--- src/rtl/aes_pkg.sv ---
// Shared AES datapath types and constants for the byte-serial SubBytes engine.
package aes_pkg;

  localparam int NBYTES_DEF = 16;
  localparam int IDX_W      = $clog2(NBYTES_DEF);

  typedef logic [7:0] byte_t;

  typedef enum logic [1:0] {
    S_IDLE  = 2'd0,
    S_RUN   = 2'd1,
    S_DRAIN = 2'd2,
    S_DONE  = 2'd3
  } state_e;

endpackage

--- src/rtl/sbox_m.sv ---
// Forward AES S-box, purely combinational table lookup (row-major, entry 0x00 first).
module sbox_m
  import aes_pkg::*;
(
  input  byte_t in_i,
  output byte_t out_o
);

  localparam logic [2047:0] SBOX_TABLE = {
    128'h637c777bf26b6fc53001672bfed7ab76,
    128'hca82c97dfa5947f0add4a2af9ca472c0,
    128'hb7fd9326363ff7cc34a5e5f171d83115,
    128'h04c723c31896059a071280e2eb27b275,
    128'h09832c1a1b6e5aa0523bd6b329e32f84,
    128'h53d100ed20fcb15b6acbbe394a4c58cf,
    128'hd0efaafb434d338545f9027f503c9fa8,
    128'h51a3408f929d38f5bcb6da2110fff3d2,
    128'hcd0c13ec5f974417c4a77e3d645d1973,
    128'h60814fdc222a908846eeb814de5e0bdb,
    128'he0323a0a4906245cc2d3ac629195e479,
    128'he7c8376d8dd54ea96c56f4ea657aae08,
    128'hba78252e1ca6b4c6e8dd741f4bbd8b8a,
    128'h703eb5664803f60e613557b986c11d9e,
    128'he1f8981169d98e949b1e87e9ce5528df,
    128'h8ca1890dbfe6426841992d0fb054bb16
  };

  logic [10:0] bit_hi;

  assign bit_hi = 11'd2047 - {in_i, 3'b000};
  assign out_o  = SBOX_TABLE[bit_hi -: 8];

endmodule

--- src/rtl/sub_bytes_serial.sv ---
// Byte-serial AES SubBytes: one S-box shared across the block, one byte per cycle.
// Define SBOX_REG_EN to register the S-box output (adds a DRAIN state, +1 cycle latency).
module sub_bytes_serial
  import aes_pkg::*;
#(
  parameter int NBYTES = NBYTES_DEF
) (
  input  logic                clk,
  input  logic                rst_n,
  input  logic                in_valid,
  output logic                in_ready,
  input  logic [8*NBYTES-1:0] in_data,
  output logic                out_valid,
  input  logic                out_ready,
  output logic [8*NBYTES-1:0] out_data,
  output logic                busy
);

  localparam int            IW       = (NBYTES > 1) ? $clog2(NBYTES) : 1;
  localparam logic [IW-1:0] LAST_IDX = IW'(NBYTES - 1);

  state_e        state_q;
  logic [IW-1:0] idx_q;
  byte_t         src_q [NBYTES];
  byte_t         res_q [NBYTES];
  byte_t         sbox_in;
  byte_t         sbox_out;

  assign sbox_in = src_q[idx_q];

  sbox_m u_sbox (
    .in_i  (sbox_in),
    .out_o (sbox_out)
  );

`ifdef SBOX_REG_EN
  byte_t         sbox_q;
  logic [IW-1:0] widx_q;
  logic          wr_q;
`endif

  always_ff @(posedge clk or negedge rst_n) begin
    if (!rst_n) begin
      state_q <= S_IDLE;
      idx_q   <= '0;
      for (int i = 0; i < NBYTES; i++) begin
        src_q[i] <= '0;
        res_q[i] <= '0;
      end
`ifdef SBOX_REG_EN
      sbox_q <= '0;
      widx_q <= '0;
      wr_q   <= 1'b0;
`endif
    end else begin
`ifdef SBOX_REG_EN
      // Lookup in RUN, commit one edge later; the last commit happens in DRAIN.
      wr_q   <= (state_q == S_RUN);
      sbox_q <= sbox_out;
      widx_q <= idx_q;
      if (wr_q) res_q[widx_q] <= sbox_q;
`endif
      case (state_q)
        S_IDLE: begin
          if (in_valid) begin
            for (int i = 0; i < NBYTES; i++) src_q[i] <= in_data[8*(NBYTES-1-i) +: 8];
            idx_q   <= '0;
            state_q <= S_RUN;
          end
        end
        S_RUN: begin
`ifndef SBOX_REG_EN
          res_q[idx_q] <= sbox_out;
`endif
          if (idx_q == LAST_IDX) begin
`ifdef SBOX_REG_EN
            state_q <= S_DRAIN;
`else
            state_q <= S_DONE;
`endif
          end else begin
            idx_q <= idx_q + IW'(1);
          end
        end
        S_DRAIN: state_q <= S_DONE;
        S_DONE:  if (out_ready) state_q <= S_IDLE;
        default: state_q <= S_IDLE;
      endcase
    end
  end

  assign in_ready  = (state_q == S_IDLE);
  assign out_valid = (state_q == S_DONE);
  assign busy      = (state_q == S_RUN) || (state_q == S_DRAIN);

  always_comb begin
    out_data = '0;
    for (int i = 0; i < NBYTES; i++) out_data[8*(NBYTES-1-i) +: 8] = res_q[i];
  end

endmodule

--- config.mk ---
export PLATFORM = sky130hd
export DESIGN_NAME = sub_bytes_serial
export DESIGN_NICKNAME = d
export VERILOG_FILES = /design/src/rtl/aes_pkg.sv /design/src/rtl/sbox_m.sv /design/src/rtl/sub_bytes_serial.sv
export SDC_FILE = /design/constraint.sdc
export NUM_CORES = 1
export LEC_CHECK = 0
export CAP_MARGIN = 20
export CORE_UTILIZATION = 45
export CTS_BUF_LIST = sky130_fd_sc_hd__clkbuf_8
export CTS_CLUSTER_DIAMETER = 120
export DETAILED_ROUTE_END_ITERATION = 10
export PLACE_DENSITY = 0.77
export SLEW_MARGIN = 20
export SYNTH_ARGS = -nofsm -noshare
export SYNTH_HDL_FRONTEND = slang
export SYNTH_SLANG_ARGS = --single-unit
--- constraint.sdc ---
create_clock -name clk -period 7.34 [get_ports clk]
set_clock_uncertainty 0.2 [all_clocks]
set_input_delay 0.734 -clock clk [delete_from_list [all_inputs] [get_ports clk]]
set_output_delay 0.734 -clock clk [all_outputs]
set_load 0.02 [all_outputs]
==> impl_metrics.csv, run 1 <==
group,metric,value,unit
cts,clock_path_buffers,3,
finish,area_growth_syn_to_layout,24.03,%
cts,postCtsSetupBuffers,0,
logic_synthesis,yosysSeqAreaShare,42.99,%
drt,drt_first_pass_iters,6,
die,fp.dieArea,34630,um^2
grt,first_global_vias,14234,
logic_synthesis,synth_edf_count,0,
worst_setup_path,max_stage_delay,0.87,ns
drt,vias,14318,
grt,grt_max_degree,167,
cts,cts.sinks,262,
cts,clkTransAtPathRegs,0.06,ns
logic_synthesis,synth.distinct_cells,90,
logic_synthesis,ys.flop_type,"dfrtp_1",
cts,cts_buffers,44,
logic_synthesis,syn_inst,1508,
worst_setup_path,critPathSlowestCell,"dfrtp_2",
placement,portBuffers,262,
grt,antenna_found_initial,5,
cts,ctsResizeCount,0,
logic_synthesis,ys_warn_count,0,
run_status,outcome,"completed",
drt,wl,58.74,mm
timing,hold_viol,0,
grt,gr-usage-met3,8.981,%
logic_synthesis,post_synth.cell_area_avg,10.11,um^2
timing,worst_pin_slew,1.183,ns
cts,cts.hold.buffers_added,0,
logic_synthesis,synth_seq_cells,262,
timing,setup_viol,0,
die,pin_count,263,
die,core_area,33450,um^2
timing,rsz0062_at_grt,"no",
drt,drc_errors,0,
die,rows,67,
logic_synthesis,synthArstFlopShare,100.0,%
drt,via_per_inst,6.482,
cts,root_buffer,"clkbuf_8",
timing,fmax,0.1593,GHz
die,start_util,45.59,%
grt,gr-usage-all-layers,34.43,%
worst_setup_path,startpoint_type,"flop",
worst_setup_path,crit_arrival,6.49,ns
worst_setup_path,worst-path-max-fanout,27,
grt,grt_pass1_wl,88.91,mm
timing,min_period,6.278,ns
worst_setup_path,critPathMostFrequentCell,"inv_1",
logic_synthesis,netlist_area,15250,um^2
timing,slew_violations,0,
placement,place_congestion,1.002,
timing,fin_crit_sh,85.53,%
grt,grt_overflow,0,
finish,final_nets,1882,
cts,cts_htree_levels,2,
cts,clock_latency,0.56,ns
timing,tns,0,ns
worst_setup_path,regToRegSetupSlack,1.06,ns
placement,dp_hpwl,41.27,mm
worst_setup_path,path_class,"flop to flop",
job,maxCapViolations,0,
drt,drtIter0Drc,1503,
drt,detail-route-antenna-nets,0,
logic_synthesis,syn_nets,1662,
worst_setup_path,required,7.56,ns
finish,num-fill-cells,2861,
finish,drive_gt1_share,17.67,%
timing,relSlewSlack,20.61,%
die,die_h,186.1,um
grt,grt_use_met1,45.33,%
grt,met2_usage,53.15,%
cts,cts_tree,"done",
drt,wl_per_cell,26.59,um
worst_setup_path,crit_chain,"buf_4 -> mux4_2 -> nand2_1 -> and4_1 -> inv_1 -> ha_1 -> inv_1 -> a21oi_1 -> o22ai_1 -> a221o_1 -> o211ai_1 -> nand4_1 -> a32oi_2 -> o21ai_0",
min_path,hold_path_class,"input pin to async pin",
worst_setup_path,end_kind,"flop",
die,die_x,186.1,um
grt,busiest_layer,"met2",
finish,final_core_util,56.55,%
-- Yosys cell counts (all sizes together), types with 3 or more instances --
cell type	count	area share [%]
o21ai	126	4.4
dfrtp	262	43
a21oi	56	1.9
a21o	4	0.20
o32ai	6	0.34
nor3	39	1.3
a31o	3	0.17
a221o	9	0.59
o311ai	6	0.34
mux2	130	9.6
a2111oi	6	0.43
nand2	174	4.3
clkbuf	49	1.2
a32oi	9	0.57
and3	6	0.28
mux4	21	3.1
nor2	83	2.1
ha	22	1.8
o211ai	24	1.2
a22o	11	0.63
nand3	92	3.3
mux2i	34	2.3
o21a	3	0.15
clkinv	4	0.098
a31oi	61	2.6
inv	19	0.48
a221oi	10	0.85
a41o	17	1.1
and2	4	0.16
nor4	10	0.45
o31ai	46	2.6
a211o	4	0.23
o221ai	5	0.29
nand4	14	0.62
a211oi	13	0.64
a22oi	12	0.79
o2111ai	7	0.48
o22ai	4	0.16
nor2b	5	0.21
buf	75	3.6
-- path summary, 6_finish.rpt --
kind,endpoint,cells past startpoint,from
min in group clk,out_data[11]$_DFFE_PN0P_,2,out_data[11]$_DFFE_PN0P_
worst max-delay path,out_data[15]$_DFFE_PN0P_,14,idx_q[1]$_DFFE_PN0P_
worst min-delay path,out_data[25]$_DFFE_PN0P_,1,rst_n
worst max register to register,out_data[15]$_DFFE_PN0P_,14,idx_q[1]$_DFFE_PN0P_
worst min register to register,out_data[11]$_DFFE_PN0P_,2,out_data[11]$_DFFE_PN0P_
max in group asynchronous,src_q[35]$_DFFE_PN0P_,2,rst_n
-- metal layers --
layer  wire [um]  share of wire (%)
met5          26              0.044
met4        2746                4.7
met3        6468                 11
met2       26200                 45
met1       23290                 40
-- worst max-delay path: cells and delay by family, from the launching register on --
kind / cells / cell delay, ns
compound gates: 6 / 1.98
mux: 1 / 0.37
fa+ha+maj: 1 / 0.45
simple gates: 3 / 1.03
buf+inv: 3 / 1.21
flops: 1 / 0.87
-- layout by cell type (no fill, tap or decap), drive strengths merged, types with 10 or more instances in the layout --
cell,synthesis,final
inv,19,37
a22o,11,11
nand2,174,174
a211oi,13,13
nor3,39,39
mux4,21,21
nand4,14,14
buf,75,37
nand3,92,92
a31oi,61,61
dfrtp,262,262
o21ai,126,126
a21oi,56,56
clkdlybuf4s50,0,261
nor2,83,83
a22oi,12,12
a221oi,10,10
mux2,130,130
ha,22,22
a41o,17,17
o31ai,46,46
o211ai,24,24
mux2i,34,34
nor4,10,10
clkbuf,49,53
-- logic make-up (layout without fill, tap and decap cells) --
kind of cell | after synthesis | count (layout) | synth area share, %
DFF | 262 | 262 | 42.99
muxes | 185 | 185 | 14.96
other | 0 | 1 | 0
buffers and inverters | 147 | 399 | 5.399
adders and majority gates | 22 | 22 | 1.805
xor gates and xnor gates | 1 | 1 | 0.05744
AOI/OAI and AO/OA | 458 | 458 | 21.69
and+or+nand+nor | 433 | 433 | 13.10
-- area by class of cell --
class	instances	area (um^2)	area share, %
clock buffer	53	729.5	3.857
antenna	1	2.502	0.01323
multi-input combinational	1099	7890	41.71
clock inverter	25	173.9	0.9195
tap	448	560.5	2.964
sequential	262	6559	34.68
inverter	23	88.84	0.4697
timing repair buffer	298	2910	15.39
-- sequential cells by signal (all words and copies together), names as in the netlist --
name,flops
idx_q,4
out_data,128
state_q,2
src_q,128
-- through the flow --
step                      setup slack (ns)  instances  hold WS, ns  cell area, um^2
final                                1.062       2209      0.01213            18910
after global routing                0.8948       2208      0.06711            18910
after floorplan                      3.257       1508       0.2384            15250
after global placement               1.393       2130       0.2604            18000
after detailed placement             1.358       2130       0.2650            18010
after CTS                            1.240       2208      0.02216            18910
Power of run 1 is left out: the tool's default activity adds up to more than one toggle a clock period on the data nets, which glitch-free logic cannot reach.
==> run 2, diff against run 1 <==
--- a/config.mk
+++ b/config.mk
@@ -6,6 +6,7 @@
 export NUM_CORES = 1
 export LEC_CHECK = 0
 export CAP_MARGIN = 20
+export CORE_MARGIN = 5
 export CORE_UTILIZATION = 45
 export CTS_BUF_LIST = sky130_fd_sc_hd__clkbuf_8
 export CTS_CLUSTER_DIAMETER = 120
==> constraint.sdc (replaced) <==
create_clock -name clk -period 7.34 [get_ports clk]
set_clock_uncertainty 0.2 [all_clocks]
set_input_delay 0.734 -clock clk [delete_from_list [all_inputs] [get_ports clk]]
set_output_delay 0.734 -clock clk [all_outputs]
set_load 0.005 [all_outputs]
==> impl_metrics.csv, run 2 (synthesized netlist as in run 1, its figures left out) <==
group,metric,value,unit
run_status,outcome,"completed",
job,maxCapViolations,0,
worst_setup_path,timing.rr.end,"out_data[48]$_DFFE_PN0P_",
placement,place_area,18060,um^2
timing,tns,0,ns
finish,final_cell_mix,"clkdlybuf4s50_1, dfrtp_1, nand2_1, mux2_2, nand3_1",
placement,portBuffers,262,
drt,drc_errors,0,
cts,cts_tree,"done",
grt,grt_overflow,0,
die,fp.dieArea,37670,um^2
die,pin_count,263,
grt,first_global_vias,14489,
worst_setup_path,worst_r2r_path_depth,13,
placement,dp_hpwl,42.29,mm
drt,vias,14322,
cts,cts_htree_levels,2,
grt,grt_pass1_wl,89.91,mm
finish,drive_gt1_share,18.31,%
grt,gr-usage-all-layers,30.25,%
placement,place_congestion,1.018,
cts,ctsResizeCount,0,
min_path,hold_path_class,"flop to flop",
die,start_util,45.48,%
worst_setup_path,worst-path-max-fanout,17,
worst_setup_path,regToRegSetupSlack,1.24,ns
timing,min_period,6.095,ns
worst_setup_path,end_kind,"flop",
finish,area_growth_syn_to_layout,25.07,%
die,die_h,194.1,um
cts,postCtsSetupBuffers,0,
drt,drtIter0Drc,1582,
timing,rsz0062_at_grt,"no",
timing,fmax,0.1641,GHz
drt,via_per_inst,6.457,
die,rows,67,
timing,worst_pin_slew,1.145,ns
drt,wl,59.24,mm
grt,grt_max_degree,179,
worst_setup_path,startpoint_type,"flop",
die,core_area,33530,um^2
worst_setup_path,r2r_start,"idx_q[3]$_DFFE_PN0P_",
timing,setup_viol,0,
worst_setup_path,crit_arrival,6.33,ns
min_path,hold_depth,2,
timing,whs,0.2771,ns
die,die_x,194.1,um
cts,clkTransAtPathRegs,0.06,ns
worst_setup_path,path_class,"flop to flop",
drt,detail-route-antenna-nets,0,
min_path,whs_endpoint,"out_data[11]$_DFFE_PN0P_",
drt,drt_first_pass_iters,8,
finish,final_nets,1891,
drt,wl_per_cell,26.71,um
cts,clock_path_buffers,3,
grt,antenna_found_initial,1,
min_path,worstHoldStart,"out_data[11]$_DFFE_PN0P_",
timing,fin_crit_sh,83.04,%
cts,cts.sinks,262,
finish,num-fill-cells,2924,
timing,slew_violations,0,
cts,clock_latency,0.55,ns
finish,n_antenna_cell,0,
finish,stdcell_area,19070,um^2
finish,final_common_cell,"clkdlybuf4s50_1",
worst_setup_path,required,7.57,ns
cts,cts_buffers,44,
cts,root_buffer,"clkbuf_8",
timing,hold_viol,0,
timing,relSlewSlack,23.00,%
run 2: critical path, cell delays in order, from the launching register on:
cell      delay [ns]
dfrtp_1         0.73
nor2b_1         0.59
a22oi_1         0.24
a21o_1          0.30
nand2_2         0.29
clkinv_1        0.65
ha_1            0.65
inv_1           0.29
nand3_1         0.43
a21oi_1         0.28
o31ai_1         0.09
o21ai_1         0.15
nand4_1         0.66
a31oi_1         0.41
run 2: metrics by stage:
step	util, %	std cells	setup slack, ns
2_1_floorplan	-	1508	3.257
3_5_place_dp	53.87	2138	1.503
5_1_grt	56.88	2218	0.9695
4_1_cts	56.79	2218	1.428
6_report	56.88	2218	1.245
3_3_place_gp	53.87	2138	1.699
run 2: layout make-up:
cell class                 instances  area (um^2)  share of cell area, %
sequential                       262         6559                  34.39
tap                              448        560.5                  2.939
timing repair buffer             307         2984                  15.65
clock buffer                      57        784.5                  4.113
multi-input combinational       1099         7914                  41.49
inverter                          23        88.84                 0.4658
clock inverter                    22        182.7                 0.9578
run 2: worst max path at each step:
stage / start / to / cells past startpoint
floorplan: idx_q[0]$_DFFE_PN0P_ / out_data[70]$_DFFE_PN0P_ / 16
global placement: idx_q[0]$_DFFE_PN0P_ / out_data[72]$_DFFE_PN0P_ / 13
detailed placement: idx_q[0]$_DFFE_PN0P_ / out_data[47]$_DFFE_PN0P_ / 15
CTS: idx_q[0]$_DFFE_PN0P_ / out_data[16]$_DFFE_PN0P_ / 13
global route: idx_q[0]$_DFFE_PN0P_ / out_data[39]$_DFFE_PN0P_ / 15
finish: idx_q[3]$_DFFE_PN0P_ / out_data[48]$_DFFE_PN0P_ / 13
run 2: metal layers:
metal | vias to the layer above | share of wire [%] | track usage [%]
met5 | - | 0.022 | 0
met4 | 2 | 5.9 | 14.79
met3 | 225 | 11 | 7.976
met2 | 1003 | 44 | 45.94
met1 | 6911 | 40 | 40.39
li1 | 6181 | - | -
run 2: what timing repair did:
action                     4_1_cts  5_1_grt
hold endpoints to repair        36        0
setup endpoints to repair        0        0
hold buffers                     1        0
Power of run 2 is left out for the same reason.
==> run 3, diff against run 2 <==
--- a/config.mk
+++ b/config.mk
@@ -11,7 +11,7 @@
 export CTS_BUF_LIST = sky130_fd_sc_hd__clkbuf_8
 export CTS_CLUSTER_DIAMETER = 120
 export DETAILED_ROUTE_END_ITERATION = 10
-export PLACE_DENSITY = 0.77
+export PLACE_DENSITY = 0.79
 export SLEW_MARGIN = 20
 export SYNTH_ARGS = -nofsm -noshare
 export SYNTH_HDL_FRONTEND = slang
==> constraint.sdc (replaced) <==
create_clock -name clk -period 4.9 [get_ports clk]
set_clock_uncertainty 0.2 [all_clocks]
set_input_delay 0.49 -clock clk [delete_from_list [all_inputs] [get_ports clk]]
set_output_delay 0.49 -clock clk [all_outputs]
set_load 0.005 [all_outputs]
==> impl_metrics.csv, run 3 (synthesized netlist as in run 1, its figures left out) <==
group,metric,value,unit
run_status,outcome,"completed",
placement,dp_hpwl,44.97,mm
cts,clock_path_buffers,3,
cts,clock_latency,0.58,ns
worst_setup_path,r2r_start,"idx_q[1]$_DFFE_PN0P_",
finish,area_growth_syn_to_layout,28.96,%
worst_setup_path,regToRegSetupSlack,0.13,ns
cts,clkTransAtPathRegs,0.06,ns
worst_setup_path,end_kind,"flop",
cts,root_buffer,"clkbuf_8",
grt,first_global_vias,14784,
die,rows,67,
finish,final_common_cell,"clkdlybuf4s50_1",
worst_setup_path,timing.rr.end,"out_data[93]$_DFFE_PN0P_",
cts,cts_tree,"done",
placement,place_area,18720,um^2
min_path,hold_path_class,"input pin to async pin",
timing,slew_violations,0,
die,pin_count,263,
die,die_x,194.1,um
finish,drive_gt1_share,21.34,%
grt,gr-usage-all-layers,31.66,%
drt,vias,14553,
timing,fmax,0.2096,GHz
die,start_util,45.48,%
die,die_h,194.1,um
timing,relSlewSlack,19.88,%
worst_setup_path,path_class,"flop to flop",
finish,num-fill-cells,2817,
drt,wl_met3,6.276,mm
drt,wl_met1,24.51,mm
drt,wl,61.72,mm
drt,wl_per_cell,27.01,um
worst_setup_path,crit_path_start,"idx_q[1]$_DFFE_PN0P_",
drt,drt_first_pass_iters,6,
drt,drtIter0Drc,1770,
timing,worst_pin_slew,1.195,ns
worst_setup_path,worst-path-max-fanout,27,
placement,portBuffers,262,
timing,fin_crit_sh,97.39,%
grt,grt_overflow,0,
drt,detail-route-antenna-nets,0,
cts,cts.sinks,262,
job,maxCapViolations,0,
worst_setup_path,worst_r2r_path_depth,13,
placement,place_congestion,1.004,
timing,min_period,4.772,ns
finish,stdcell_area,19670,um^2
timing,setup_viol,0,
timing,hold_viol,0,
finish,final_nets,1960,
finish,final_cell_mix,"clkdlybuf4s50_1, dfrtp_1, nand2_1, mux2_2, buf_4",
drt,via_per_inst,6.369,
grt,grt_pass1_wl,93.67,mm
timing,tns,0,ns
cts,postCtsSetupBuffers,0,
drt,drc_errors,0,
cts,cts_buffers,42,
worst_setup_path,required,5.15,ns
drt,top_layer,"met4",
worst_setup_path,crit_arrival,5.02,ns
die,fp.dieArea,37670,um^2
timing,rsz0062_at_grt,"no",
finish,n_antenna_cell,0,
die,core_area,33530,um^2
cts,cts_htree_levels,2,
timing,whs,0.2296,ns
worst_setup_path,startpoint_type,"flop",
grt,grt_max_degree,141,
drt,dr_wl_met2,27.79,mm
grt,antenna_found_initial,0,
[run 3: changes by cell type in the layout (fill, tap and decap cells not counted), moves of 3 or more]
cell,change
inv_1,-4
buf_4,+60
buf_12,+11
clkbuf_8,-3
nor3_2,-3
clkinv_2,+3
nor3_1,+3
[run 3: area by class of cell]
cell class	instances	area [um^2]	share of cell area (%)
Clock buffer	54	743.2	3.779
Clock inverter	21	160.2	0.8144
Inverter	23	88.84	0.4517
Multi-Input combinational cell	1099	7884	40.09
Sequential cell	262	6559	33.35
Tap cell	448	560.5	2.850
Timing Repair Buffer	378	3671	18.67
[run 3: timing repair]
| action | CTS | global route |
|---|---|---|
| endpoints found under the hold margin | 137 | 0 |
| resized for setup | 0 | 1 |
| endpoints found under the setup margin | 0 | 8 |
| hold buffers | 1 | 0 |
[run 3: worst max-delay path: stages, from the launching register on]
cell and delay (ns):
dfrtp_2 0.48, buf_12 0.20, mux2i_1 0.14, a22oi_1 0.31, a21o_1 0.20, nand2_2 0.15
ha_1 0.87, o21ai_2 0.46, and4_1 0.33, a2111oi_0 0.64, o21ai_1 0.15, buf_4 0.24
nand3_1 0.15, o21ai_1 0.09
[run 3: worst max-delay path by stage]
stage                                      endpoint  slack (ns)
after floorplan            out_data[70]$_DFFE_PN0P_        0.82
after global placement     out_data[77]$_DFFE_PN0P_        0.24
after detailed placement   out_data[93]$_DFFE_PN0P_        0.23
after CTS                  out_data[21]$_DFFE_PN0P_        0.18
after global routing      out_data[125]$_DFFE_PN0P_        0.03
final                      out_data[93]$_DFFE_PN0P_        0.13
[run 3: per-layer routing]
layer | global-route usage [%] | vias up
li1 | - | 6311
met1 | 41.99 | 7058
met2 | 49.49 | 965
met3 | 8.341 | 219
met4 | 13.33 | 0
met5 | 0 | -
[run 3: per-stage QoR]
stage                     utilization (%)  instances  setup slack (ns)
after floorplan                         -       1508            0.8173
after global placement              55.84       2208            0.2360
after detailed placement            55.84       2208            0.2288
after CTS                           58.56       2284            0.1815
after global routing                58.65       2285           0.02886
final                               58.65       2285            0.1281
Power of run 3 is left out for the same reason.
